===== src/rtl/adc_stim_gen.sv =====
// ADC stimulus source: ramp / constant / PRBS / alternate patterns over NUM_CH packed lanes.
// Optional inter-beat gap counter enabled by defining ADC_STIM_GAP_EN.
module adc_stim_gen #(
  parameter int unsigned DATA_WIDTH = 16,
  parameter int unsigned NUM_CH     = 1,
  parameter int unsigned CNT_WIDTH  = 16,
  parameter int unsigned CH_OFFSET  = 1,
  parameter logic [31:0] LFSR_POLY  = 32'h0000_B400
) (
  input  logic                         clk,
  input  logic                         rst_n,
  input  logic                         start,
  input  logic                         abort,
  input  logic [1:0]                   mode,
  input  logic [DATA_WIDTH-1:0]        start_val,
  input  logic [DATA_WIDTH-1:0]        step,
  input  logic [CNT_WIDTH-1:0]         burst_len,
  input  logic [7:0]                   gap,
  output logic [NUM_CH*DATA_WIDTH-1:0] out_data,
  output logic                         out_valid,
  input  logic                         out_ready,
  output logic                         out_last,
  output logic                         busy,
  output logic                         done,
  output logic [CNT_WIDTH-1:0]         beat_cnt
);

  localparam logic [1:0] S_IDLE = 2'd0;
  localparam logic [1:0] S_RUN  = 2'd1;
  localparam logic [1:0] S_DONE = 2'd2;

  localparam logic [DATA_WIDTH-1:0] PolyW  = LFSR_POLY[DATA_WIDTH-1:0];
  localparam logic [CNT_WIDTH-1:0]  CntOne = 1;
  localparam logic [DATA_WIDTH-1:0] DatOne = 1;

  function automatic logic [DATA_WIDTH-1:0] f_advance(input logic [1:0]            m,
                                                       input logic [DATA_WIDTH-1:0] v,
                                                       input logic [DATA_WIDTH-1:0] s);
    case (m)
      2'd0:    return v + s;
      2'd1:    return v;
      2'd2:    return (v >> 1) ^ (v[0] ? PolyW : '0);
      default: return ~v;
    endcase
  endfunction

  function automatic logic [NUM_CH*DATA_WIDTH-1:0] f_lanes(input logic [DATA_WIDTH-1:0] b);
    logic [NUM_CH*DATA_WIDTH-1:0] r;
    logic [31:0]                  off;
    r = '0;
    for (int unsigned k = 0; k < NUM_CH; k++) begin
      off = k * CH_OFFSET;
      r[k*DATA_WIDTH +: DATA_WIDTH] = b + off[DATA_WIDTH-1:0];
    end
    return r;
  endfunction

  logic [1:0]                   r_state;
  logic [1:0]                   r_mode;
  logic [DATA_WIDTH-1:0]        r_step;
  logic [DATA_WIDTH-1:0]        r_base;
  logic [CNT_WIDTH-1:0]         r_len;
  logic [CNT_WIDTH-1:0]         r_idx;
  logic [CNT_WIDTH-1:0]         r_cnt;
  logic [NUM_CH*DATA_WIDTH-1:0] r_data;
  logic                         r_valid;
  logic                         r_last;
  logic                         r_done;

  logic                         w_accept;
  logic [DATA_WIDTH-1:0]        w_seed;
  logic [DATA_WIDTH-1:0]        w_next_base;
  logic [CNT_WIDTH-1:0]         w_next_idx;
  logic                         w_next_last;

  always_comb begin
    w_accept    = r_valid & out_ready;
    // An all-zero PRBS seed would lock the LFSR at zero.
    w_seed      = (mode == 2'd2 && start_val == '0) ? DatOne : start_val;
    w_next_base = f_advance(r_mode, r_base, r_step);
    w_next_idx  = r_idx + CntOne;
    w_next_last = (r_len != '0) && (w_next_idx == r_len - CntOne);
  end

`ifdef ADC_STIM_GAP_EN
  logic [7:0] r_gap;
  logic [7:0] r_gap_cnt;
`else
  logic w_unused_gap;
  assign w_unused_gap = ^gap;
`endif

  always_ff @(posedge clk or negedge rst_n) begin
    if (!rst_n) begin
      r_state   <= S_IDLE;
      r_mode    <= '0;
      r_step    <= '0;
      r_base    <= '0;
      r_len     <= '0;
      r_idx     <= '0;
      r_cnt     <= '0;
      r_data    <= '0;
      r_valid   <= 1'b0;
      r_last    <= 1'b0;
      r_done    <= 1'b0;
`ifdef ADC_STIM_GAP_EN
      r_gap     <= '0;
      r_gap_cnt <= '0;
`endif
    end else begin
      r_done <= 1'b0;
      case (r_state)
        S_IDLE: begin
          if (start && !abort) begin
            r_state <= S_RUN;
            r_mode  <= mode;
            r_step  <= step;
            r_len   <= burst_len;
            r_base  <= w_seed;
            r_data  <= f_lanes(w_seed);
            r_valid <= 1'b1;
            r_last  <= (burst_len == CntOne);
            r_idx   <= '0;
            r_cnt   <= '0;
`ifdef ADC_STIM_GAP_EN
            r_gap     <= gap;
            r_gap_cnt <= '0;
`endif
          end
        end
        S_RUN: begin
          if (w_accept && r_cnt != '1) r_cnt <= r_cnt + CntOne;
          if (abort) begin
            r_state <= S_IDLE;
            r_valid <= 1'b0;
            r_last  <= 1'b0;
`ifdef ADC_STIM_GAP_EN
            r_gap_cnt <= '0;
`endif
          end else if (w_accept && r_last) begin
            r_state <= S_DONE;
            r_valid <= 1'b0;
            r_last  <= 1'b0;
            r_done  <= 1'b1;
          end else if (w_accept) begin
            r_base <= w_next_base;
            r_data <= f_lanes(w_next_base);
            r_idx  <= w_next_idx;
            r_last <= w_next_last;
`ifdef ADC_STIM_GAP_EN
            if (r_gap != '0) begin
              r_valid   <= 1'b0;
              r_gap_cnt <= r_gap;
            end
`endif
          end
`ifdef ADC_STIM_GAP_EN
          // Gap in progress: the next beat is already staged in r_data.
          else if (!r_valid) begin
            if (r_gap_cnt <= 8'd1) begin
              r_valid   <= 1'b1;
              r_gap_cnt <= '0;
            end else begin
              r_gap_cnt <= r_gap_cnt - 8'd1;
            end
          end
`endif
        end
        S_DONE:  r_state <= S_IDLE;
        default: r_state <= S_IDLE;
      endcase
    end
  end

  assign out_data  = r_data;
  assign out_valid = r_valid;
  assign out_last  = r_last;
  assign busy      = (r_state != S_IDLE);
  assign done      = r_done;
  assign beat_cnt  = r_cnt;

endmodule


===== config.mk =====
export PLATFORM = sky130hd
export DESIGN_NAME = adc_stim_gen
export DESIGN_NICKNAME = d
export VERILOG_FILES = /design/src/rtl/adc_stim_gen.sv
export SDC_FILE = /design/constraint.sdc
export NUM_CORES = 1
export LEC_CHECK = 0
export ABC_AREA = 1
export BUFFER_PORTS_ARGS = -buffer_cell sky130_fd_sc_hd__buf_4
export CORE_MARGIN = 8
export CORE_UTILIZATION = 50
export DETAILED_ROUTE_END_ITERATION = 16
export GPL_ROUTABILITY_DRIVEN = 0
export PLACE_DENSITY = 0.71
export SYNTH_ARGS = -nofsm -noshare
export SYNTH_HDL_FRONTEND = slang
export SYNTH_SLANG_ARGS = --single-unit
export TNS_END_PERCENT = 20

===== constraint.sdc =====
create_clock -name clk -period 3.23 [get_ports clk]
set_input_delay 0.969 -clock clk [delete_from_list [all_inputs] [get_ports clk]]
set_output_delay 0.969 -clock clk [all_outputs]
set_load 0.1 [all_outputs]

# Yosys cells after proc, flatten, opt, wreduce, memory -nomap -nowiden
# Cells that the tools add are included.
[totals]
input_bits = 63
word_cells = 82
output_inout_bits = 36
reg_bits = 87
[op_classes]
n_bitwise = 3
n_reduce_logical = 19
muxes = 31
n_eq_ne = 15
n_addsub = 4
[ops]
columns = ["cell", "n"]
rows = [
  ["two-way mux 16 bit", 11],
  ["case mux 16 bit (2 select lines)", 3],
  ["case mux 16 bit (3 select lines)", 1],
  ["adder 16 x 1 -> 16 bit (second input constant)", 2],
  ["adder 16 bit", 1],
  ["equality test 16 x 1 -> 1 bit (second input constant)", 1],
  ["equality test 16 bit", 1],
  ["logical NOT 16 bit", 1],
  ["!= test 16 bit (second input constant)", 1],
  ["inverter 16 bit", 1],
  ["nonzero test 16 bit", 1],
  ["subtractor 16 x 1 -> 16 bit (second input constant)", 1],
  ["bitwise XOR 15 x 16 -> 16 bit", 1],
  ["two-way mux 1 bit", 10],
  ["!= test 2 bit (second input constant)", 5],
  ["AND reduction 3 bit", 3],
  ["two-way mux 2 bit", 3],
  ["AND reduction 6 bit", 1],
  ["logical AND 1 bit", 5],
  ["!= test 5 bit (second input constant)", 1],
  ["AND reduction 5 bit", 1],
  ["equality test 2 x 1 -> 1 bit (second input constant)", 2],
  ["equality test 2 bit (second input constant)", 2],
  ["logical NOT 2 bit", 2],
  ["8 further kinds", 11],
]

# Logic depth before layout (Yosys ltp)
[depth]
depth_word = 7
mapped_depth = 16
ltp_nobuf = 16

# Worst setup path before layout
# OpenSTA, ideal clock, no wires.
[synth_timing]
kind = "register -> register"
start = "register out_data[0] (netlist name)"
end = "register r_data[12] (netlist: out_data[12])"
slack_ns = 0.646
setup_time_ns = 0.120
arrival_ns = 2.464
required_ns = 3.110
path_buffers = 0
synth_period_minus_slack_ns = 2.584
path_stages_with_launch = 15
path_cell_list = "dfrtp_1 ha_1 fa_1 nand3_1 nand2_1 nand2_1 nand2_1 nand2_1 nand2_1 a21boi_0 or2_2 nand2_1 nand3_1 nand2_1 nand2_1"
[synth_lines]
columns = ["element", "line_no", "source"]
rows = [
  ["end signal: assignment", "120", "r_data <= f_lanes(w_seed);"],
  ["end signal: assignment", "147", "r_data <= f_lanes(w_next_base);"],
  ["end: declaration", "65", "logic [NUM_CH*DATA_WIDTH-1:0] r_data;"],
]

# Worst setup path after layout
[layout_timing]
start = "input abort"
end = "register r_idx[2]"
[layout_between]
elab_chain_len = 4
elab_cells_between_ends = 5
cone_classes = "2 x eq/ne; 3 x reduce/logical"
[layout_rtl]
columns = ["element", "line_no", "source"]
rows = [
  ["start: declaration", "13", "input logic abort,"],
  ["logical NOT 1 bit", "114", "if (start && !abort) begin"],
  ["logical AND 1 bit", "114", ""],
  ["!= test 2 bit (no source line)", "-", ""],
  ["AND reduction 5 bit (no source line) (*)", "-", ""],
  ["end signal: assignment", "148", "r_idx <= w_next_idx;"],
  ["end: declaration", "63", "logic [CNT_WIDTH-1:0] r_idx;"],
]
# Every way passes the cells marked *; elsewhere a longest branch is shown, timed or not.
# A chain may end at the register's enable or synchronous reset.

==> flow_summary.toml <==
[critical_path]
start_kind = "input pin"
reg2reg_slack_ps = 740
crit_start = "abort"
reg2reg_to = "out_data[12]"
critPathKind = "in -> reg"
crit_path_end_kind = "flop"
rr_worst_depth = 14
crit_end = "r_idx[2]"
required_ps = 3480
cp.arrival_ps = 2750
path_max_fanout = 24
reg2reg_from = "out_data[0]"

[logic_synthesis]
syn-instance-count = 898
synth_seq_area_share_pct = 36.2
async_reset_ff_share_pct = 100
synth_edf_count = 0
synth_area_leader_cell = "dfrtp_1"
synth_area_leaders = "dfrtp_1 (36%), nand2_1 (19%), inv_1 (6.6%)"
synth_area_um2 = 6020
ys.flop_type = "dfrtp_1"
yosys_warnings = 0
synth.avg_cell_area_um2 = 6.70
syn-num-nets = 981
ys_ff_latch = 87
synth_cell_types = 45
yosysTopAreaCellShare_pct = 36.2

[clocking]
ctsHoldBuffers = 0
cts_tree = "done"
h-tree-depth = 3
cts.sinks = 87
clk_latency_ps = 350
root_buffer = "clkbuf_16"
post_cts_buffers = 0
cts_resized = 0
cts_made_buffers = 9
clk_pin_slew_ps = 70
clk_path_buf_depth = 2

[die]
die_y_um = 126
io_pins = 99
chipWidth_um = 126
dieArea_um2 = 15800
core_region_area_um2 = 11900
start_util_pct = 50.7
rows = 40

[cells_and_area]
mostFrequentLayoutCell = "nand2_1"
multi_input_area_um2 = 3340
fillers = 1175
antenna_cells = 0
nets = 1071
drive_gt1_share_pct = 15.7
area_growth_pct = 19.4
final_cell_mix = "nand2_1 (297), inv_1 (106), buf_4 (97)"
seq_area_um2 = 2180

[grt]
grt_max_degree = 62
grtUsageTotal_pct = 21.7
antenna_found_initial = 0
grt_pass1_vias = 5735
grt.overflow.total = 0
grt_pass1_wl_mm = 28.0

[drt]
vias = 6125
wl_per_cell_um = 14.9
viasPerCell = 5.37
first_pass_iters = 5
ant_nets = 0
drtIter0Drc = 453
drt_wl_total_mm = 17.0
drc_errors = 0

[sta]
fin_crit_sh_pct = 77.4
finalSetupViolations = 0
fin_skew_ps = 10.5
fmax_mhz = 400
hold_viol = 0
rsz0062_at_grt = "no"
timing.hold.ws_ps = 475
post-route-min-period_ps = 2500
slew_violations = 0
finalSetupTns_ps = 0
slew_headroom_pct = 48.3
setup_ws_ps = 730
tightestPinTransition_ps = 776

[run]
maxCapViolations = 0

[status]
status = "finished, final reports clean"

[power_and_ir_drop]
p_per_area_nw_per_um2 = 784
irDropWorstVdd_uv = 584
totalPowerFinal_mw = 5.63
cellLeakagePower_nw = 3.74

[placed_design]
dp_slack_ps = 330
portBuffers = 90
hpwl_mm = 12.8

[worst_hold_path]
hold_path.class = "reg -> reg"
[cell usage after synthesis, types with 3 or more instances]
library cell	n
a21oi_1	41
a221oi_1	5
buf_2	6
clkbuf_1	11
dfrtp_1	87
ha_1	19
inv_1	106
inv_2	4
nand2_1	297
nand2_2	12
nand2_4	3
nand3_1	52
nand3_2	3
nand4_1	12
nor2_1	90
nor2_2	9
nor2_4	5
nor3_1	9
nor4_1	7
o21ai_0	63
o21ai_1	3
o22ai_1	16
o31ai_1	3
or2_2	4
xor2_1	3
[worst min path at each step]
stage | startpoint | to | slack, ps | depth (start not counted)
2_1_floorplan | r_step[0] | r_step[0] | 450 | 2
3_3_place_gp | r_step[3] | r_step[3] | 460 | 2
3_5_place_dp | r_step[3] | r_step[3] | 470 | 2
4_1_cts | r_step[3] | r_step[3] | 480 | 2
5_1_grt | r_step[3] | r_step[3] | 500 | 2
6_report | r_step[3] | r_step[3] | 470 | 2
[area by class of cell]
cell class              instances  area share, %
multi-input cells             681           46.5
flip-flops and latches         87           30.3
repair buffers                 97           10.1
inverters                     112           5.89
clock buffers                   9           3.13
well taps                     147           2.56
clock inverters                 7           1.45
[worst max-delay path, stage by stage]
cell and delay (ps):
buf_4 140, nor3_4 200, inv_2 230, nand2_1 160
nand2_1 120, inv_2 260, nand2_1 390, o21ai_0 280
[stage by stage]
step | util (%) | area [um^2] | std cells
floorplan | - | 6020 | 898
global placement | 57.8 | 6860 | 1124
detailed placement | 57.8 | 6860 | 1124
CTS | 60.6 | 7190 | 1140
global route | 60.6 | 7190 | 1140
finish | 60.6 | 7190 | 1140
[registers in the layout (all words and copies together) (netlist names)]
signal / flops
out_data: 16
beat_cnt: 16
r_mode: 2
r_len: 16
out_last: 1
r_idx: 16
r_state: 2
out_valid: 1
r_step: 16
done: 1
[kinds of logic after synthesis]
group | after synthesis | share of synthesized area [%]
fa+ha+maj | 20 | 4.28
buf+inv | 130 | 8.27
compound gates | 148 | 14.1
flops | 87 | 36.2
xor+xnor | 5 | 0.728
simple gates | 508 | 36.5
[metal layers]
metal	part of all wire (%)	track usage, %
met1	47	29.7
met2	44	33.3
met3	6.8	4.85
met4	1.5	7.09
met5	0	0
[where the power goes]
part,leakage [nW],internal (mW),total [mW],switching (mW)
clock,0.161,0.688,1.16,0.477
combinational,2.45,0.782,2.86,2.07
sequential,1.13,1.31,1.61,0.297
total,3.74,2.78,5.63,2.85
(Power assumes the default switching activity.)
